**config.mk**
```make
export PLATFORM = sky130hd
export DESIGN_NAME = gpr_regfile
export DESIGN_NICKNAME = d
export VERILOG_FILES = /design/src/rtl/gpr_pkg.sv /design/src/rtl/gpr_read_port.sv /design/src/rtl/gpr_regfile.sv
export SDC_FILE = /design/constraint.sdc
export NUM_CORES = 2
export LEC_CHECK = 0
export ABC_AREA = 0
export CAP_MARGIN = 20
export CORE_ASPECT_RATIO = 2
export CORE_MARGIN = 4
export CORE_UTILIZATION = 50
export CTS_CLUSTER_DIAMETER = 50
export DETAILED_ROUTE_END_ITERATION = 10
export PLACE_DENSITY = 0.66
export SYNTH_ARGS = -nofsm -noshare
export SYNTH_HDL_FRONTEND = slang
export SYNTH_SLANG_ARGS = --single-unit
export TNS_END_PERCENT = 20
```
**constraint.sdc**
```tcl
create_clock -name clk -period 4.5 [get_ports clk]
set_clock_uncertainty 0.2 [all_clocks]
set_input_delay 1.125 -clock clk [delete_from_list [all_inputs] [get_ports clk]]
set_output_delay 1.125 -clock clk [all_outputs]
set_load 0.05 [all_outputs]
```
**src/rtl/gpr_pkg.sv**
```systemverilog
// rtl/gpr_pkg.sv - shared widths, register indices and types for the GPR file
package gpr_pkg;

  localparam int GPR_DATA_W = 32;
  localparam int GPR_ADDR_W = 5;
  localparam int GPR_NUM    = 2 ** GPR_ADDR_W;
  localparam int GPR_OF_REG = 30;
  localparam int GPR_ZERO   = 0;

  typedef logic [GPR_ADDR_W-1:0] gpr_addr_t;
  typedef logic [GPR_DATA_W-1:0] gpr_data_t;

endpackage

```
**src/rtl/gpr_read_port.sv**
```systemverilog
// rtl/gpr_read_port.sv - async read port: $0 forced to zero, optional same-cycle write forwarding
// Forwarding is compiled in only when GPR_WRITE_BYPASS_EN is defined.
module gpr_read_port
  import gpr_pkg::*;
#(
  parameter int DATA_W = GPR_DATA_W,
  parameter int ADDR_W = GPR_ADDR_W
`ifdef GPR_WRITE_BYPASS_EN
  , parameter int OF_REG = GPR_OF_REG
`endif
) (
  input  logic [ADDR_W-1:0] rd_addr_i,
  input  logic [DATA_W-1:0] arr_data_i,
`ifdef GPR_WRITE_BYPASS_EN
  input  logic              we_i,
  input  logic [ADDR_W-1:0] wr_addr_i,
  input  logic [DATA_W-1:0] wr_data_i,
  input  logic              of_wr_en_i,
  input  logic              of_flag_i,
`endif
  output logic [DATA_W-1:0] rd_data_o
);

  localparam logic [ADDR_W-1:0] ZERO_ADDR = ADDR_W'(GPR_ZERO);
`ifdef GPR_WRITE_BYPASS_EN
  localparam logic [ADDR_W-1:0] OF_ADDR = ADDR_W'(OF_REG);
`endif

  always_comb begin
    rd_data_o = arr_data_i;
`ifdef GPR_WRITE_BYPASS_EN
    if (we_i && (wr_addr_i == rd_addr_i)) rd_data_o = wr_data_i;
    // the flag update lands on bit 0 even when the data write is trapped
    if (of_wr_en_i && (rd_addr_i == OF_ADDR)) rd_data_o[0] = of_flag_i;
`endif
    if (rd_addr_i == ZERO_ADDR) rd_data_o = '0;
  end

endmodule

```
**src/rtl/gpr_regfile.sv**
```systemverilog
// rtl/gpr_regfile.sv - 32x32 MIPS GPR file with overflow-trapped writes and flag in $OF_REG[0]
// Define GPR_WRITE_BYPASS_EN to forward same-cycle writes onto both read ports.
module gpr_regfile
  import gpr_pkg::*;
#(
  parameter int DATA_W = GPR_DATA_W,
  parameter int ADDR_W = GPR_ADDR_W,
  parameter int OF_REG = GPR_OF_REG
) (
  input  logic              clk,
  input  logic              rst,
  input  logic              WrEn,
  input  logic              OFWrEn,
  input  logic              OFFlag,
  input  logic [ADDR_W-1:0] RdAddr1,
  input  logic [ADDR_W-1:0] RdAddr2,
  input  logic [ADDR_W-1:0] WrAddr,
  input  logic [DATA_W-1:0] WrData,
  output logic [DATA_W-1:0] RdData1,
  output logic [DATA_W-1:0] RdData2
);

  localparam int NUM = 2 ** ADDR_W;
  localparam logic [ADDR_W-1:0] OF_ADDR = ADDR_W'(OF_REG);

  logic [DATA_W-1:0] regs_q [NUM];
  logic [DATA_W-1:0] regs_d [NUM];
  logic              we;

  assign we = WrEn & ~(OFWrEn & OFFlag);

  // flag update is applied after the data write so it owns bit 0 on a collision
  always_comb begin
    regs_d = regs_q;
    if (we && (WrAddr != '0)) regs_d[WrAddr] = WrData;
    if (OFWrEn) regs_d[OF_ADDR][0] = OFFlag;
    regs_d[0] = '0;
  end

  always_ff @(posedge clk) begin
    if (rst) begin
      for (int i = 0; i < NUM; i++) regs_q[i] <= '0;
    end else begin
      regs_q <= regs_d;
    end
  end

  gpr_read_port #(
    .DATA_W(DATA_W),
    .ADDR_W(ADDR_W)
`ifdef GPR_WRITE_BYPASS_EN
    , .OF_REG(OF_REG)
`endif
  ) u_rd1 (
    .rd_addr_i (RdAddr1),
    .arr_data_i(regs_q[RdAddr1]),
`ifdef GPR_WRITE_BYPASS_EN
    .we_i      (we),
    .wr_addr_i (WrAddr),
    .wr_data_i (WrData),
    .of_wr_en_i(OFWrEn),
    .of_flag_i (OFFlag),
`endif
    .rd_data_o (RdData1)
  );

  gpr_read_port #(
    .DATA_W(DATA_W),
    .ADDR_W(ADDR_W)
`ifdef GPR_WRITE_BYPASS_EN
    , .OF_REG(OF_REG)
`endif
  ) u_rd2 (
    .rd_addr_i (RdAddr2),
    .arr_data_i(regs_q[RdAddr2]),
`ifdef GPR_WRITE_BYPASS_EN
    .we_i      (we),
    .wr_addr_i (WrAddr),
    .wr_data_i (WrData),
    .of_wr_en_i(OFWrEn),
    .of_flag_i (OFFlag),
`endif
    .rd_data_o (RdData2)
  );

endmodule

```
# After elaboration in Yosys (flattened, before gate mapping)
# Index checks and enable logic that the tools add are counted.
[classes]
magnitude_cmp = 4
muxes = 13
reduce_logical = 6
shift = 0
n_addsub = 0
mul = 0
n_eq_ne = 0
n_div = 0
bitwise_logic = 6
[ops]
columns = ["op", "count"]
rows = [
  ["1024-bit bitwise mux", 1],
  ["32-bit binary-select mux with 5-bit select", 2],
  ["32-bit two-way mux", 7],
  ["32-bit demux with 5-bit select", 1],
  ["33-bit two-way mux", 1],
  ["6-bit greater-or-equal comparator (second input constant)", 3],
  ["5-bit inverter with 6-bit output", 3],
  ["5-bit logical NOT", 2],
  ["6-bit by 1-bit < comparator with 1-bit output (second input constant)", 1],
  ["5-bit nonzero test", 1],
  ["1-bit bitwise AND", 2],
  ["1-bit logical AND", 2],
  ["2-bit nonzero test", 1],
  ["1-bit two-way mux", 1],
  ["1-bit inverter", 1],
]
[totals]
output_inout_bits = 64
ram_bits = 0
memories = 0
rom_bits = 0
inputBits = 52
latch_bits = 0
ff_bits = 992
wordCells = 61

# Longest topological paths before layout
[depth]
word_depth = 8
depth_mapped = 8

# Cells and area by module
# From an unflattened synthesis, not the netlist that was laid out.
[hier_totals]
hier_cells = 6675
hier_area_um2 = 51841.0
[by_module_without_submodules]
columns = ["module", "seq_area_each_um2", "instances", "cells_per_inst", "area_each_um2"]
rows = [
  ["gpr_regfile", 19859.0, 1, 6595, 51197.9],
  ["gpr_read_port", 0.0, 2, 40, 321.6],
]

# Least setup slack after synthesis
# Ideal clock, no wire load.
[synth_timing]
path_type = "input -> output"
startpoint = "input port RdAddr2[1]"
endpoint = "output port RdData2[0]"
t_required_ns = 3.175
t_arrival_ns = 3.256
stages = 7
slack_ns = -0.081
cell_sequence = "buf_2 -> buf_2 -> buf_2 -> nand3b_1 -> clkbuf_1 -> o22ai_1 -> nor3_1"
[synth_via]
elab_chain_cells = 5
word_cells_on_any_way = 6
classes_between = "mux (4); bitwise (1); reduce/logical (1)"
[synth_lines]
columns = ["item", "line", "source"]
rows = [
  ["start: declaration", "gpr_regfile.sv:16", "input logic [ADDR_W-1:0] RdAddr2,"],
  ["5-bit inverter with 6-bit output (implied by the code)", "gpr_regfile.sv:75", ".arr_data_i(regs_q[RdAddr2]),"],
  ["32-bit binary-select mux with 5-bit select", "gpr_regfile.sv:75", ""],
  ["32-bit two-way mux (implied by the code) (2 in series)", "gpr_regfile.sv:75", ""],
  ["32-bit two-way mux (*)", "gpr_read_port.sv:36", "if (rd_addr_i == ZERO_ADDR) rd_data_o = '0;"],
  ["end: declaration", "gpr_regfile.sv:20", "output logic [DATA_W-1:0] RdData2"],
]
# Every way passes the cells marked *; elsewhere a longest branch is shown, timed or not. The select of a mux whose other input is x is not followed.

# Final worst setup path
[layout_timing]
startpoint = "input port RdAddr2[1]"
endpoint = "output port RdData2[14]"
# The elaborated chain is that of the path after synthesis.

==> metrics <==
worst min path class=reg -> reg; Crit. End Element=output pin; EDFF count, synth=0; CTS tree=built; Top Registers=regs_q: 992 flops; Reg area=19860 sq um; synthesized area=51140 sq um; top cell type by total area after synthesis=dfxtp_1; most common cell in the netlist=nand2_1; global-route wire length before repair=324400 um; Placed Area=55690 sq um; PD cells=328.2 nW/um^2; DRC violations left=0; utilization after layout=0.5845; Multi-input gate area=28270 sq um; Top reg by flops=regs_q; Crit Path Max Fanout=26; IO Count=116; synth warn=0; setup violators final=0; FP Rows=165; Layout Cells excl Fill=7319; synthesized net count=5912; Nets=5947; Total Die Area=107800 sq um; Reg-to-Reg Start=regs_q[32]$_SDFFE_PP0P_; Starting Density=0.5045; Final Wtd Congestion=0.9716; initial antenna violation count=6; Highest Clock Rate=0.2233 GHz; Pre-antenna DRT Iters=8; final hold violations=0; Clock Tree Buf Depth=3; Crit. Startpoint=RdAddr2[1]; largest net degree at the start of global routing=96; peak supply drop=332.6 uV; final worst path period share=0.9953; die height=460.3 um; Area contributors post-synth=dfxtp_1, mux4_2, nand2_1; Synth cell types=40; Num CTS Buffers=92; Lkg Pwr=20.30 nW; via count of the first global-routing pass=48327; Total GRT Usage=0.4109; critical-path cell list=clkbuf_8 -> buf_12 -> buf_4 -> mux2i_1 -> o22ai_1 -> a2111oi_1 -> buf_4 -> nor3_2 -> buf_12; drt wl/cell=30.93 um; synthesized area per cell=8.727 sq um; Critical Path Slowest Stage Cell=a2111oi_1; dpl cells=7119; CTS sink cnt=992; Slew headroom=0.3487; share of the synthesized area in the top cell type=0.3883; P&R area growth vs syn=15.86%; Worst Path Arrival=3.15 ns; clk_lat worst skew=0.72 ns; hold_ws=0.2674 ns; Root Buffer=clkbuf_16; Commonest cells post-synth=nand2_1, dfxtp_1, a21oi_1, mux4_2, mux2i_1; Largest register FFs=992; top_reg_cell synth=dfxtp_1; max-cap violation count=0; buffer and inverter count on the worst path=5; total congestion overflow=0; Max stage delay on crit path=0.48 ns; clk slew on worst S/H paths=0.06 ns; Core Footprint=101400 sq um; CP Launch Type=input port; Design Area, Final=59250 sq um; worst slew pin tran=0.9739 ns; Max Slew Vio Count=0; H-tree levels=3; Gate Count Post-Synth=5860; Detailed Place HPWL=146100 um; RSZ-0062 raised after global routing=true; Crit path max-delay family=buffers and inverters; I/O Buffers=115; final WL=226400 um; Critical Path RT=3.17 ns; clock period minus worst slack=4.479 ns; WS Path Type=in -> out; Seq cells post-synth=992; DRT iter0 DRCs=6552; outcome=finished clean; asr flop ratio synth=0; sequential area share after synthesis=0.3883; total number of vias=49728; share of layout cells above drive strength 1=0.1929; DRT antenna net count=0; worst hold start=regs_q[618]$_SDFFE_PP0P_; Filler cells=8860; Die W=234.1 um; Via-to-Cell Ratio=6.794
## where the power goes
part           switching, mW  internal (mW)
combinational           1.49          0.855
clock                   3.69           4.53
sequential            0.0454           8.83
total                   5.23           14.2
## cell usage in the layout (no fill, tap or decap), drive strengths merged, types with 12 or more instances in the layout
cell           synthesis  routed
nand2               1935    1935
dfxtp                992     992
a21oi                973     973
buf                  407     499
mux4                 328     328
mux2i                303     303
clkbuf               195     142
a22oi                128     128
nor2                 101     101
mux2                  96      96
o22ai                 96      96
nand4                 57      57
nand3                 46      46
clkdlybuf4s50          0      39
nor3                  39      39
a221oi                32      32
a2111oi               32      32
nor4                  30      30
or3                   27      27
clkinv                 1      20
diode                  0      12
## metrics by stage
stage | power (mW) | setup TNS, ns | worst slack [ns]
floorplan | 10.29 | -2.043 | -0.08148
global placement | 11.27 | -3.074 | -0.3234
detailed placement | 11.31 | -2.994 | -0.3297
CTS | 19.35 | 0 | 0.007743
global route | 19.85 | -0.01302 | -0.01287
finish | 19.45 | 0 | 0.02097
## layer usage
layer / track usage / wire length, um / vias up
li1: - / - / 20605
met1: 0.4567 / 72180 / 23888
met2: 0.6251 / 100500 / 3829
met3: 0.1216 / 27430 / 1404
met4: 0.3780 / 26280 / 2
met5: 0.002332 / 13 / -
## worst register-to-register path, cell delays in order (launching register included)
cell     delay, ns
dfxtp_1       0.37
nor2_1        0.13
nand2_1       0.07
o311a_1       0.15
## area by class of cell
| class | count | area share |
|---|---|---|
| diodes | 12 | 0.0005068 |
| clock buffers | 139 | 0.04646 |
| clock inverters | 31 | 0.005765 |
| inverters | 4 | 0.0002534 |
| multi-input cells | 4262 | 0.4771 |
| flip-flops and latches | 992 | 0.3352 |
| well taps | 1336 | 0.02821 |
| repair buffers | 543 | 0.1066 |
## worst paths after layout
| check | to | slack, ns | cells past startpoint |
|---|---|---|---|
| max | RdData2[14] | 0.02 | 9 |
| min | regs_q[618]$_SDFFE_PP0P_ | 0.27 | 2 |
| max reg2reg | regs_q[32]$_SDFFE_PP0P_ | 3.48 | 3 |
| min reg2reg | regs_q[618]$_SDFFE_PP0P_ | 0.27 | 2 |
## timing repair
action | in CTS | in global routing
hold buffers | 0 | 0
buffers inserted | 4 | 6
endpoints found under the hold margin | 0 | 0
endpoints found under the setup margin | 35 | 26
pin swaps | 5 | 2
resized for setup | 13 | 31
## kinds of logic (layout without fill, tap and decap cells)
group,count (synthesis),in the layout,synth area share
simple gates,2271,2271,0.1858
compound gates,1264,1264,0.1373
flops,992,992,0.3883
mux,727,727,0.2249
buf+inv,606,717,0.06369
other cells,0,12,0
(Power assumes the default switching activity.)
